[src/rtl/hazard_sequencer.sv]
// Pipeline hazard sequencer: load-use / branch-operand stalls, branch/jump flush, mem freeze with watchdog.
// Optional perf counters built only when HAZ_PERF_CNT_EN is defined; otherwise the counter ports read 0.
module hazard_sequencer #(
    parameter int MEM_TIMEOUT = 64,
    parameter int CNT_W       = 16
) (
    input  logic             clk,
    input  logic             reset,
    input  logic [4:0]       if_id_rs,
    input  logic [4:0]       if_id_rt,
    input  logic             id_is_branch,
    input  logic             branch_taken,
    input  logic             jump,
    input  logic             id_ex_reg_write,
    input  logic             id_ex_mem_read,
    input  logic [4:0]       id_ex_dest_reg,
    input  logic             ex_mem_mem_read,
    input  logic [4:0]       ex_mem_dest_reg,
    input  logic             mem_busy,
    output logic             Data_Hazard,
    output logic             Control_Hazard,
    output logic             pc_write,
    output logic             if_id_write,
    output logic             if_flush,
    output logic             pipe_freeze,
    output logic             timeout_err,
    output logic [CNT_W-1:0] stall_cycles,
    output logic [CNT_W-1:0] flush_count
);

    // state  | meaning
    // RUN    | normal issue; single-cycle stalls and flushes decided combinationally
    // STALL  | extra bubble(s) for a branch waiting on a load in EX
    // FREEZE | data memory busy, whole pipe held; watchdog counting down
    typedef enum logic [1:0] {RUN, STALL, FREEZE} state_t;

    localparam logic [CNT_W-1:0] WD_LOAD = CNT_W'(MEM_TIMEOUT - 1);

    state_t           state_q, state_d;
    logic [1:0]       stall_left_q, stall_left_d;
    logic [CNT_W-1:0] wd_q, wd_d;
    logic             ret_stall_q, ret_stall_d;
    logic             timeout_q, timeout_d;
    logic             busy_ign_q, busy_ign_d;

    logic ex_hit, mem_hit, lu, ba, bl, bm, any_haz, busy_eff;
    logic data_haz, pc_we, ifid_we, flush, freeze;

    function automatic logic reg_match(input logic [4:0] dest, input logic [4:0] src);
        return (dest != 5'd0) && (dest == src);
    endfunction

    always_comb begin
        ex_hit   = reg_match(id_ex_dest_reg, if_id_rs) | reg_match(id_ex_dest_reg, if_id_rt);
        mem_hit  = reg_match(ex_mem_dest_reg, if_id_rs) | reg_match(ex_mem_dest_reg, if_id_rt);
        lu       = id_ex_mem_read & ex_hit;
        ba       = id_is_branch & id_ex_reg_write & ~id_ex_mem_read & ex_hit;
        bl       = id_is_branch & id_ex_mem_read & ex_hit;
        bm       = id_is_branch & ex_mem_mem_read & mem_hit;
        any_haz  = lu | ba | bl | bm;
        // After a watchdog release a stuck mem_busy is masked until it drops once.
        busy_eff = mem_busy & ~busy_ign_q;
    end

    always_ff @(posedge clk or posedge reset) begin
        if (reset) begin
            state_q      <= RUN;
            stall_left_q <= 2'd0;
            wd_q         <= '0;
            ret_stall_q  <= 1'b0;
            timeout_q    <= 1'b0;
            busy_ign_q   <= 1'b0;
        end else begin
            state_q      <= state_d;
            stall_left_q <= stall_left_d;
            wd_q         <= wd_d;
            ret_stall_q  <= ret_stall_d;
            timeout_q    <= timeout_d;
            busy_ign_q   <= busy_ign_d;
        end
    end

    always_comb begin
        state_d      = state_q;
        stall_left_d = stall_left_q;
        wd_d         = wd_q;
        ret_stall_d  = ret_stall_q;
        timeout_d    = timeout_q;
        busy_ign_d   = busy_ign_q & mem_busy;
        data_haz     = 1'b1;
        pc_we        = 1'b1;
        ifid_we      = 1'b1;
        flush        = 1'b0;
        freeze       = 1'b0;

        case (state_q)
            RUN: begin
                if (busy_eff) begin
                    state_d     = FREEZE;
                    ret_stall_d = 1'b0;
                    wd_d        = WD_LOAD;
                end else if (any_haz) begin
                    data_haz = 1'b0;
                    pc_we    = 1'b0;
                    ifid_we  = 1'b0;
                    if (bl) begin
                        state_d      = STALL;
                        stall_left_d = 2'd1;
                    end
                end else if (branch_taken | jump) begin
                    flush = 1'b1;
                end
            end
            STALL: begin
                data_haz = 1'b0;
                pc_we    = 1'b0;
                ifid_we  = 1'b0;
                if (busy_eff) begin
                    state_d     = FREEZE;
                    ret_stall_d = 1'b1;
                    wd_d        = WD_LOAD;
                end else begin
                    stall_left_d = stall_left_q - 2'd1;
                    if (stall_left_q <= 2'd1) state_d = RUN;
                end
            end
            FREEZE: begin
                freeze  = 1'b1;
                pc_we   = 1'b0;
                ifid_we = 1'b0;
                if (!mem_busy) begin
                    state_d = ret_stall_q ? STALL : RUN;
                end else if (wd_q == '0) begin
                    // Watchdog terminal count: release after MEM_TIMEOUT frozen cycles.
                    timeout_d  = 1'b1;
                    busy_ign_d = 1'b1;
                    state_d    = ret_stall_q ? STALL : RUN;
                end else begin
                    wd_d = wd_q - 1'b1;
                end
            end
            default: state_d = RUN;
        endcase
    end

    assign Data_Hazard    = data_haz;
    assign Control_Hazard = timeout_q;
    assign pc_write       = pc_we;
    assign if_id_write    = ifid_we;
    assign if_flush       = flush;
    assign pipe_freeze    = freeze;
    assign timeout_err    = timeout_q;

`ifdef HAZ_PERF_CNT_EN
    logic [CNT_W-1:0] stall_cnt_q, stall_cnt_d;
    logic [CNT_W-1:0] flush_cnt_q, flush_cnt_d;

    always_comb begin
        stall_cnt_d = stall_cnt_q;
        flush_cnt_d = flush_cnt_q;
        if ((!data_haz || freeze) && (stall_cnt_q != '1)) stall_cnt_d = stall_cnt_q + 1'b1;
        if (flush && (flush_cnt_q != '1))                 flush_cnt_d = flush_cnt_q + 1'b1;
    end

    always_ff @(posedge clk or posedge reset) begin
        if (reset) begin
            stall_cnt_q <= '0;
            flush_cnt_q <= '0;
        end else begin
            stall_cnt_q <= stall_cnt_d;
            flush_cnt_q <= flush_cnt_d;
        end
    end

    assign stall_cycles = stall_cnt_q;
    assign flush_count  = flush_cnt_q;
`else
    assign stall_cycles = '0;
    assign flush_count  = '0;
`endif

endmodule

[config.mk]
export PLATFORM = sky130hd
export DESIGN_NAME = hazard_sequencer
export DESIGN_NICKNAME = d
export VERILOG_FILES = /design/src/rtl/hazard_sequencer.sv
export SDC_FILE = /design/constraint.sdc
export NUM_CORES = 1
export LEC_CHECK = 0
export CORE_MARGIN = 2
export CORE_UTILIZATION = 48
export CTS_CLUSTER_DIAMETER = 200
export DETAILED_ROUTE_END_ITERATION = 6
export PLACE_DENSITY_LB_ADDON = 0.3
export SYNTH_ARGS = -nofsm -noshare
export SYNTH_HDL_FRONTEND = slang
export SYNTH_SLANG_ARGS = --single-unit
export TNS_END_PERCENT = 1
[constraint.sdc]
create_clock -name clk -period 3.2 [get_ports clk]
set_input_delay 0.32 -clock clk [delete_from_list [all_inputs] [get_ports clk]]
set_output_delay 0.32 -clock clk [all_outputs]
set_load 0.05 [all_outputs]
==> impl_metrics.csv <==
group,metric,value,unit
status,outcome,"finished, final reports clean",
timing,fmaxAchievable,400.6,MHz
yosys,netlist_instances,213,
power,p_int,616.4,uW
clocking,clk_path_buf_depth,2,
placed_design,hpwl,2825,um
final_layout,num-nets-final,284,
placed_design,gp_congestion,0.8597,
timing,drv_slew,0,
floorplanning,core_area,3661,um^2
clocking,cts_buffers,3,
final_layout,antennaDiodeCount,0,
setup_path,cp_max_fo,3,
power,p_leak,0.0009132,uW
grt,antenna_found_initial,0,
route,drc,0,
timing,setup_viol,0,
grt,grt_pass1_wl,6044,um
clocking,cts_resized,0,
timing,rsz0062_at_grt,"no",
route,wirelength,3499,um
yosys,ys.warnings.count,0,
floorplanning,die_w,65.86,um
grt,grt_start_max_net_pins,24,
final_layout,drive_gt1_frac,0.05242,
grt,grt_pass1_vias,1376,
yosys,yosysUniqueCellTypes,44,
power,p_total,1166,uW
final_layout,n_fill_cell,331,
clocking,htree_num_levels,1,
power,peakVddDrop,457.5,uV
yosys,ys_ff_latch,23,
clocking,clk_latency,0.27,ns
clocking,cts_tree,"yes",
clocking,cts_sinks,23,
power,switching_power,550.1,uW
route,wl_per_cell,11.82,um
route,drtPass1Iterations,4,
floorplanning,rows,22,
yosys,synth_edf_count,0,
floorplanning,die_h,65.86,um
route,vias,1465,
power,p_comb_frac,0.535,
route,drt_iter0_markers,39,
clocking,cts_hold_buf,0,
timing,worst_hold_slack,0.4845,ns
power,p_clk_frac,0.157,
timing,relSlewSlack,0.4292,
final_layout,finalInstanceArea,2143,um^2
setup_path,crit_path_end_kind,"output pin",
setup_path,critical_path_class,"input pin to output pin",
worst_hold_path,hold_path.class,"register to register",
yosys,syn_area,1837,um^2
timing,period_needed,2.497,ns
timing,hold_viol,0,
floorplanning,fp.dieArea,4338,um^2
timing,tightest_slew,0.8552,ns
setup_path,arrival,2.18,ns
clocking,clkTransAtPathRegs,0.08,ns
timing,tns,0,ns
grt,gr-total-overflow,0,
clocking,cts-root-buf,"clkbuf_8",
power,p_per_area,544.2,nW/um^2
floorplanning,boundaryPins,68,
floorplanning,initial_utilization,0.5017,
route,via_per_inst,4.949,
yosys,ys.flop_type,"dfrtp_1",
timing,min_period_over_period,0.7802,
grt,grt_usage,0.1790,
final_layout,area_growth,16.69,%
yosys,yosysSeqAreaShare,0.3134,
yosys,avgSynthCellArea,8.623,um^2
placed_design,portBuffers,35,
placed_design,place_area,2097,um^2
timing,final.setup_skew,0.004402,ns
power,seqPwrFrac,0.308,
run,maxCapViolations,0,
yosys,async_reset_ff_frac,1.000,
setup_path,crit_path_start_kind,"input pin",
clocking,post_cts_buffers,0,
setup_path,critPathRequiredTime,2.88,ns
final_layout,fin_util,0.5854,
power,switching_share,0.4716,
route,ant_nets,0,
worst max-delay path, stage by stage:
cell and delay [ns]:
clkdlybuf4s50_1 0.54, xnor2_1 0.14, nand3_1 0.08, o32ai_1 0.40
nand2_1 0.12, a21boi_0 0.27, a21oi_1 0.10, buf_4 0.20
per-layer routing:
metal | GRT usage | vias up | part of all wire
met5 | 0 | - | 0
met3 | 0.01874 | 9 | 0.040
li1 | - | 745 | -
met1 | 0.2266 | 671 | 0.46
met2 | 0.3043 | 40 | 0.47
met4 | 0.08333 | 0 | 0.028
power by group through the flow:
stage,combinational (uW),sequential [uW],clock [uW]
after floorplan,509,359,0
after global placement,621,365,0
after detailed placement,624,365,0
after CTS,625,360,189
after global routing,682,367,197
final,624,359,183
cell families (layout without fill, tap and decap cells):
logic type | after synthesis | count (layout) | synth area share
AO/OA/AOI/OAI | 39 | 39 | 0.1444
flip-flops | 23 | 23 | 0.3134
adder cells (fa/ha/maj) | 6 | 6 | 0.04087
XOR/XNOR | 29 | 29 | 0.1383
AND/OR/NAND/NOR | 69 | 69 | 0.1935
buffers and inverters | 45 | 49 | 0.1621
other | 1 | 32 | 0.002042
multiplexers | 1 | 1 | 0.005450
cells in the final DEF, fill, tap and decap left out, types with 8 or more instances in the layout:
master,instances
a21oi_1,10
dfrtp_1,23
xnor2_1,20
conb_1,32
xor2_1,9
clkdlybuf4s50_1,31
inv_1,9
nor2_1,21
o21ai_0,8
nand2_1,14
per-stage QoR:
step,worst slack (ns),instances
6_report,0.7035,296
5_1_grt,0.4334,296
4_1_cts,0.7035,296
3_5_place_dp,0.7141,292
3_3_place_gp,0.7452,292
2_1_floorplan,0.5583,244
area by class of cell:
cell class / count / area (um^2) / share of cell area
flip-flops and latches: 23 / 575.6 / 0.2685
clock inverters: 1 / 5.005 / 0.002335
repair buffers: 36 / 347.8 / 0.1623
well taps: 48 / 60.06 / 0.02802
clock buffers: 3 / 41.29 / 0.01926
inverters: 9 / 33.78 / 0.01576
multi-input cells: 176 / 1080 / 0.5038
flip-flops by register name (all words and copies together), names as in the netlist:
| name | flops |
|---|---|
| wd_q | 16 |
| ret_stall_q | 1 |
| Control_Hazard | 1 |
| stall_left_q | 2 |
| busy_ign_q | 1 |
| state_q | 2 |
cell usage after synthesis, types with 2 or more instances:
| library cell | count | area (um^2) |
|---|---|---|
| buf_4 | 34 | 255.2 |
| dfrtp_1 | 23 | 575.6 |
| nor2_1 | 21 | 78.83 |
| xnor2_1 | 20 | 175.2 |
| nand2_1 | 14 | 52.55 |
| a21oi_1 | 10 | 50.05 |
| inv_1 | 9 | 33.78 |
| xor2_1 | 9 | 78.83 |
| o21ai_0 | 8 | 40.04 |
| nor3_1 | 7 | 35.03 |
| a31oi_1 | 6 | 37.54 |
| ha_1 | 6 | 75.07 |
| nand3_1 | 6 | 30.03 |
| nand4_1 | 4 | 25.02 |
| nand2b_1 | 3 | 18.77 |
| nor2b_1 | 3 | 18.77 |
| a22o_1 | 2 | 17.52 |
| or3_1 | 2 | 12.51 |
final timing paths:
check / cells past startpoint / end / start / slack (ns)
max in group asynchronous: 2 / state_q[0] / reset / 2.13
min in group asynchronous: 2 / wd_q[12] / reset / 0.54
hold / removal: 1 / stall_left_q[0] / stall_left_q[0] / 0.48
setup / recovery: 8 / pc_write / id_ex_dest_reg[2] / 0.70
setup reg to reg: 7 / wd_q[12] / state_q[0] / 0.72
hold reg to reg: 1 / stall_left_q[0] / stall_left_q[0] / 0.48
No activity file was read; power rests on OpenSTA's default activity.
